<file path="src/rtl/imem_loader.sv">
// Byte-serial instruction-memory loader: assembles big-endian words from a
// valid/ready byte stream and holds the CPU while loading. Optional trailer check: IMEM_LOADER_CHECKSUM_EN.
module imem_loader #(
  parameter int unsigned ADDR_W = 8
) (
  input  logic              clk,
  input  logic              reset,
  input  logic              start,
  input  logic [ADDR_W:0]   load_len,
  input  logic [7:0]        rx_data,
  input  logic              rx_valid,
  output logic              rx_ready,
  output logic              mem_we,
  output logic [31:0]       mem_addr,
  output logic [31:0]       mem_wdata,
  output logic              busy,
  output logic              cpu_hold,
  output logic              done,
  output logic              chk_err
);

  localparam int unsigned LEN_W = ADDR_W + 1;
  localparam logic [LEN_W-1:0] WORDS = LEN_W'(1 << ADDR_W);

`ifdef IMEM_LOADER_CHECKSUM_EN
  typedef enum logic [2:0] {S_IDLE, S_LOAD, S_CHECK, S_FLUSH, S_DONE} state_t;
  logic [31:0] acc;
`else
  typedef enum logic [2:0] {S_IDLE, S_LOAD, S_FLUSH, S_DONE} state_t;
  assign chk_err = 1'b0;
`endif

  state_t           state;
  logic [LEN_W-1:0] len_q;
  logic [LEN_W-1:0] word_cnt;
  logic [1:0]       byte_cnt;
  logic [23:0]      shreg;

  logic [LEN_W-1:0] len_clamped;
  logic [31:0]      word_c;
  logic             xfer;
  logic             last_word;

  assign len_clamped = (load_len > WORDS) ? WORDS : load_len;
  assign word_c      = {shreg, rx_data};
  assign xfer        = rx_valid && rx_ready;
  assign last_word   = (word_cnt + LEN_W'(1)) == len_q;

  // rx_ready is registered and cleared on the edge that takes the final byte,
  // so it is already low in the cycle right after that transfer.
  always_ff @(posedge clk or posedge reset) begin
    if (reset) begin
      state     <= S_IDLE;
      len_q     <= '0;
      word_cnt  <= '0;
      byte_cnt  <= 2'd0;
      shreg     <= 24'd0;
      rx_ready  <= 1'b0;
      mem_we    <= 1'b0;
      mem_addr  <= 32'd0;
      mem_wdata <= 32'd0;
      busy      <= 1'b0;
      cpu_hold  <= 1'b0;
      done      <= 1'b0;
`ifdef IMEM_LOADER_CHECKSUM_EN
      acc       <= 32'd0;
      chk_err   <= 1'b0;
`endif
    end else begin
      mem_we <= 1'b0;
      case (state)
        S_IDLE, S_DONE: begin
          if (start) begin
            done     <= 1'b0;
            len_q    <= len_clamped;
            word_cnt <= '0;
            byte_cnt <= 2'd0;
            busy     <= 1'b1;
            cpu_hold <= 1'b1;
`ifdef IMEM_LOADER_CHECKSUM_EN
            acc      <= 32'd0;
            chk_err  <= 1'b0;
`endif
            if (len_clamped == '0) begin
`ifdef IMEM_LOADER_CHECKSUM_EN
              state    <= S_CHECK;
              rx_ready <= 1'b1;
`else
              state    <= S_FLUSH;
`endif
            end else begin
              state    <= S_LOAD;
              rx_ready <= 1'b1;
            end
          end
        end
        S_LOAD: begin
          if (xfer) begin
            shreg    <= {shreg[15:0], rx_data};
            byte_cnt <= byte_cnt + 2'd1;
            if (byte_cnt == 2'd3) begin
              mem_we    <= 1'b1;
              mem_wdata <= word_c;
              mem_addr  <= 32'({word_cnt[ADDR_W-1:0], 2'b00});
              word_cnt  <= word_cnt + LEN_W'(1);
`ifdef IMEM_LOADER_CHECKSUM_EN
              acc <= acc + word_c;
              if (last_word) state <= S_CHECK;
`else
              if (last_word) rx_ready <= 1'b0;
`endif
            end
          end else if (!rx_ready) begin
            // final write is on the bus this cycle
            state <= S_FLUSH;
          end
        end
`ifdef IMEM_LOADER_CHECKSUM_EN
        S_CHECK: begin
          if (xfer) begin
            shreg    <= {shreg[15:0], rx_data};
            byte_cnt <= byte_cnt + 2'd1;
            if (byte_cnt == 2'd3) begin
              chk_err  <= (word_c != acc);
              rx_ready <= 1'b0;
              state    <= S_FLUSH;
            end
          end
        end
`endif
        S_FLUSH: begin
          state    <= S_DONE;
          busy     <= 1'b0;
          cpu_hold <= 1'b0;
          done     <= 1'b1;
        end
        default: state <= S_IDLE;
      endcase
    end
  end

endmodule
</file>
<file path="config.mk">
export PLATFORM = sky130hd
export DESIGN_NAME = imem_loader
export DESIGN_NICKNAME = d
export VERILOG_FILES = /design/src/rtl/imem_loader.sv
export SDC_FILE = /design/constraint.sdc
export NUM_CORES = 1
export LEC_CHECK = 0
export ABC_AREA = 1
export ABC_CLOCK_PERIOD_IN_PS = 7500
export CORE_UTILIZATION = 45
export DETAILED_ROUTE_END_ITERATION = 6
export GPL_ROUTABILITY_DRIVEN = 0
export PLACE_DENSITY = 0.73
export SLEW_MARGIN = 10
export SYNTH_ARGS = -nofsm -noshare
export SYNTH_HDL_FRONTEND = slang
export SYNTH_SLANG_ARGS = --single-unit
</file>
<file path="constraint.sdc">
create_clock -name clk -period 7.5 [get_ports clk]
set_input_delay 1.5 -clock clk [delete_from_list [all_inputs] [get_ports clk]]
set_output_delay 1.5 -clock clk [all_outputs]
set_load 0.02 [all_outputs]
</file>
==> run_summary.xml <==
<?xml version="1.0" encoding="UTF-8"?>
<metrics>
  <group name="global_routing">
    <metric name="global_route.usage.total" unit="%">17.6</metric>
    <metric name="number_of_antenna_violations_at_the_first_check_in_global_routing" unit="">0</metric>
    <metric name="grt_start_max_net_pins" unit="">68</metric>
    <metric name="first_global_vias" unit="">2788</metric>
    <metric name="grt_pass1_wl" unit="um">13400</metric>
    <metric name="grt_overflow" unit="">0</metric>
  </group>
  <group name="setup_path">
    <metric name="cp.required" unit="ps">7770</metric>
    <metric name="r2r_cells" unit="">10</metric>
    <metric name="reg2reg_to" unit="">word_cnt[2]</metric>
    <metric name="timing.reg2reg.setup_slack" unit="ps">4750</metric>
    <metric name="cp_num_cells" unit="">9</metric>
    <metric name="critical_path.n_buffers_inverters" unit="">4</metric>
    <metric name="critPathKind" unit="">in2reg</metric>
    <metric name="crit_path_frequent_cell" unit="">sky130_fd_sc_hd__nor2_8</metric>
    <metric name="worst_setup_path_start_kind" unit="">primary input</metric>
    <metric name="crit_fanout" unit="">66</metric>
    <metric name="timing.critical_path.cells" unit="">clkdlybuf4s50_1, nand2_1, nor2_8, inv_4, nor2_8, inv_2, nor2_4, inv_1, o22ai_1</metric>
    <metric name="crit_path_end" unit="">word_cnt[2]</metric>
    <metric name="critical_path.top_delay_family" unit="">buffers and inverters</metric>
    <metric name="cp-end-kind" unit="">register</metric>
    <metric name="crit_path_start" unit="">rx_valid</metric>
    <metric name="rr_startpoint" unit="">state[1]</metric>
    <metric name="cp_data_arrival_time" unit="ps">3960</metric>
    <metric name="crit_slowest_cell" unit="">sky130_fd_sc_hd__inv_2</metric>
    <metric name="cp_max_stage_delay" unit="ps">470</metric>
  </group>
  <group name="clocking">
    <metric name="clock_tree.htree_level_count" unit="">3</metric>
    <metric name="cts_inserted_buffers" unit="">9</metric>
    <metric name="cts_num_sinks" unit="">90</metric>
    <metric name="cts.hold.buffers_added" unit="">0</metric>
    <metric name="cts_root_buf" unit="">sky130_fd_sc_hd__clkbuf_8</metric>
    <metric name="clock_insertion_delay_worst_skew" unit="ps">360</metric>
    <metric name="cts-root-to-sink-buffers" unit="">2</metric>
    <metric name="worst_setup_hold_path_clk_slew" unit="ps">90</metric>
    <metric name="postCtsSetupRepairBufs" unit="">0</metric>
    <metric name="cts_tree" unit="">done</metric>
    <metric name="postCtsResizedCells" unit="">0</metric>
  </group>
  <group name="yosys">
    <metric name="synth.area.top_cells" unit="">sky130_fd_sc_hd__dfrtp_1 55%, sky130_fd_sc_hd__nand2_1 14%, sky130_fd_sc_hd__o21ai_0 5.8%</metric>
    <metric name="synth_top_area_cell" unit="">sky130_fd_sc_hd__dfrtp_1</metric>
    <metric name="synth_seq_area_share" unit="%">55.1</metric>
    <metric name="synth_enable_flop_cells" unit="">0</metric>
    <metric name="synth_cells" unit="">459</metric>
    <metric name="ys_ff_latch" unit="">90</metric>
    <metric name="async_flop_share" unit="%">100</metric>
    <metric name="synth_top_area_share" unit="%">55.1</metric>
    <metric name="ys_dominant_reg_cell" unit="">sky130_fd_sc_hd__dfrtp_1</metric>
    <metric name="avgSynthCellArea" unit="sq um">8.91</metric>
    <metric name="syn_area" unit="sq um">4090</metric>
    <metric name="yosys_cell_types" unit="">31</metric>
    <metric name="yosys_warnings" unit="">0</metric>
  </group>
  <group name="routing">
    <metric name="detailedRoute.firstPassIterationCount" unit="">4</metric>
    <metric name="post_detailed_routing_wire_length" unit="um">7740</metric>
    <metric name="via_per_inst" unit="">4.78</metric>
    <metric name="avgRoutedWirePerCell" unit="um">12.2</metric>
    <metric name="drc_errors" unit="">0</metric>
    <metric name="num_vias" unit="">3030</metric>
    <metric name="drt.antenna.violating_nets" unit="">0</metric>
    <metric name="drtIter0Drc" unit="">155</metric>
  </group>
  <group name="status">
    <metric name="status" unit="">finished clean</metric>
  </group>
  <group name="sta">
    <metric name="final.setup_skew" unit="ps">13.6</metric>
    <metric name="worst_pin_slew" unit="ps">1120</metric>
    <metric name="hold-worst-slack" unit="ps">475</metric>
    <metric name="setup_violations" unit="">0</metric>
    <metric name="slew_headroom" unit="%">25.5</metric>
    <metric name="finalWorstPathRequiredPeriod" unit="ps">3680</metric>
    <metric name="max_freq" unit="MHz">271</metric>
    <metric name="hold_viol_final" unit="">0</metric>
    <metric name="rsz0062_at_grt" unit="">false</metric>
    <metric name="timing_max_transition_violations_final" unit="">0</metric>
    <metric name="setup_tns" unit="ps">0</metric>
    <metric name="period_share" unit="%">49.1</metric>
  </group>
  <group name="floorplan">
    <metric name="top_level_ports" unit="">91</metric>
    <metric name="die_height" unit="um">97.3</metric>
    <metric name="chipWidth" unit="um">97.3</metric>
    <metric name="core" unit="sq um">8760</metric>
    <metric name="die_area" unit="sq um">9470</metric>
    <metric name="std_cell_rows" unit="">34</metric>
    <metric name="initial_core_util" unit="%">46.6</metric>
  </group>
  <group name="cells_and_area">
    <metric name="antenna-diode-count" unit="">0</metric>
    <metric name="layout_commonest_cell" unit="">sky130_fd_sc_hd__nand2_1</metric>
    <metric name="drive_gt1_share" unit="%">7.98</metric>
    <metric name="mostFrequentLayoutCells" unit="">152 x sky130_fd_sc_hd__nand2_1, 90 x sky130_fd_sc_hd__dfrtp_1, 65 x sky130_fd_sc_hd__clkdlybuf4s50_1</metric>
    <metric name="finalNetCount" unit="">546</metric>
    <metric name="filler_cell_count" unit="">799</metric>
    <metric name="syn2layout_area_growth" unit="%">19.7</metric>
  </group>
  <group name="power">
    <metric name="power_per_cell_area" unit="nW/um^2">362</metric>
    <metric name="total_power" unit="mW">1.77</metric>
    <metric name="total_leakage_power" unit="nW">2.36</metric>
    <metric name="peakVddDrop" unit="V">0.000202</metric>
  </group>
  <group name="placement">
    <metric name="post-dp-hpwl" unit="um">5490</metric>
    <metric name="numPortBuffers" unit="">65</metric>
  </group>
  <group name="flow_run">
    <metric name="maxCapViolCount" unit="">0</metric>
  </group>
  <group name="worst_hold_path">
    <metric name="timing.hold.worst_path_depth" unit="">2</metric>
    <metric name="worst_hold_path_class" unit="">reg2reg</metric>
  </group>
</metrics>
routing by layer:
layer  global-route usage [%]  vias to the layer above  share of wire (%)
li1                         -                     1536                  -
met1                     24.7                     1401                 49
met2                     26.9                       85                 46
met3                     4.03                        8                4.2
met4                     6.11                        0                1.3
met5                        0                        -                  0
Yosys cell counts (2+ instances only):
cell,n
sky130_fd_sc_hd__o21ai_1,5
sky130_fd_sc_hd__buf_4,26
sky130_fd_sc_hd__ha_1,4
sky130_fd_sc_hd__o21ai_2,16
sky130_fd_sc_hd__a21oi_1,4
sky130_fd_sc_hd__inv_2,2
sky130_fd_sc_hd__nand2_1,152
sky130_fd_sc_hd__nand3_1,18
sky130_fd_sc_hd__nor2_8,2
sky130_fd_sc_hd__nor4_1,2
sky130_fd_sc_hd__buf_6,6
sky130_fd_sc_hd__inv_1,48
sky130_fd_sc_hd__dfrtp_1,90
sky130_fd_sc_hd__o22ai_1,7
sky130_fd_sc_hd__o21ai_0,47
sky130_fd_sc_hd__buf_2,2
sky130_fd_sc_hd__nor2_1,11
sky130_fd_sc_hd__clkbuf_1,4
worst register-to-register path, cell delays in order (launching register included):
cell and delay, ps:
sky130_fd_sc_hd__dfrtp_1 400, sky130_fd_sc_hd__inv_1 80, sky130_fd_sc_hd__ha_1 230, sky130_fd_sc_hd__inv_2 90, sky130_fd_sc_hd__nor2_8 390, sky130_fd_sc_hd__inv_4 170
sky130_fd_sc_hd__nor2_8 260, sky130_fd_sc_hd__inv_2 470, sky130_fd_sc_hd__nor2_4 260, sky130_fd_sc_hd__inv_1 150, sky130_fd_sc_hd__o22ai_1 180
worst min path at each step:
stage	from	slack [ps]	end
2_1_floorplan	shreg[16]	450	mem_wdata[24]
3_3_place_gp	mem_wdata[25]	460	mem_wdata[25]
3_5_place_dp	mem_wdata[0]	460	mem_wdata[0]
4_1_cts	mem_wdata[0]	480	mem_wdata[0]
5_1_grt	mem_wdata[7]	500	mem_wdata[7]
6_report	shreg[3]	480	shreg[11]
area by class of cell:
class / instances / area, sq um / share of cell area (%)
Tap cell: 108 / 135 / 2.76
Clock buffer: 10 / 138 / 2.81
Multi-Input combinational cell: 303 / 1440 / 29.4
Inverter: 51 / 195 / 3.99
Clock inverter: 6 / 72.6 / 1.48
Sequential cell: 90 / 2250 / 46.0
Timing Repair Buffer: 66 / 658 / 13.5
per-stage QoR:
step | setup WS (ps) | instance area (sq um) | util (%) | instances
final | 3820 | 4890 | 55.8 | 634
after global routing | 3560 | 4890 | 55.8 | 634
after CTS | 3830 | 4890 | 55.8 | 634
after detailed placement | 3450 | 4680 | 53.4 | 618
after global placement | 3520 | 4680 | 53.4 | 618
after floorplan | 3660 | 4180 | - | 483
report_power, final:
part	switching (mW)	internal, mW	total (mW)
combinational	0.406	0.278	0.684
sequential	0.0905	0.651	0.741
clock	0.181	0.167	0.348
total	0.677	1.10	1.77
logic make-up (layout without fill, tap and decap cells):
group           Yosys count  after routing  synth area share, %
simple gates            190            190                 19.4
flops                    90             90                 55.1
buf+inv                  90            133                 11.9
compound gates           84             84                 12.3
fa+ha+maj                 4              4                 1.22
other cells               1             25               0.0917
state kept, by name, indices dropped and copies added, names as in the netlist:
signal / count
byte_cnt: 2
cpu_hold: 1
done: 1
len_q: 9
mem_addr: 8
mem_wdata: 32
mem_we: 1
rx_ready: 1
shreg: 24
state: 2
word_cnt: 9
No activity file was read; power rests on OpenSTA's default activity.
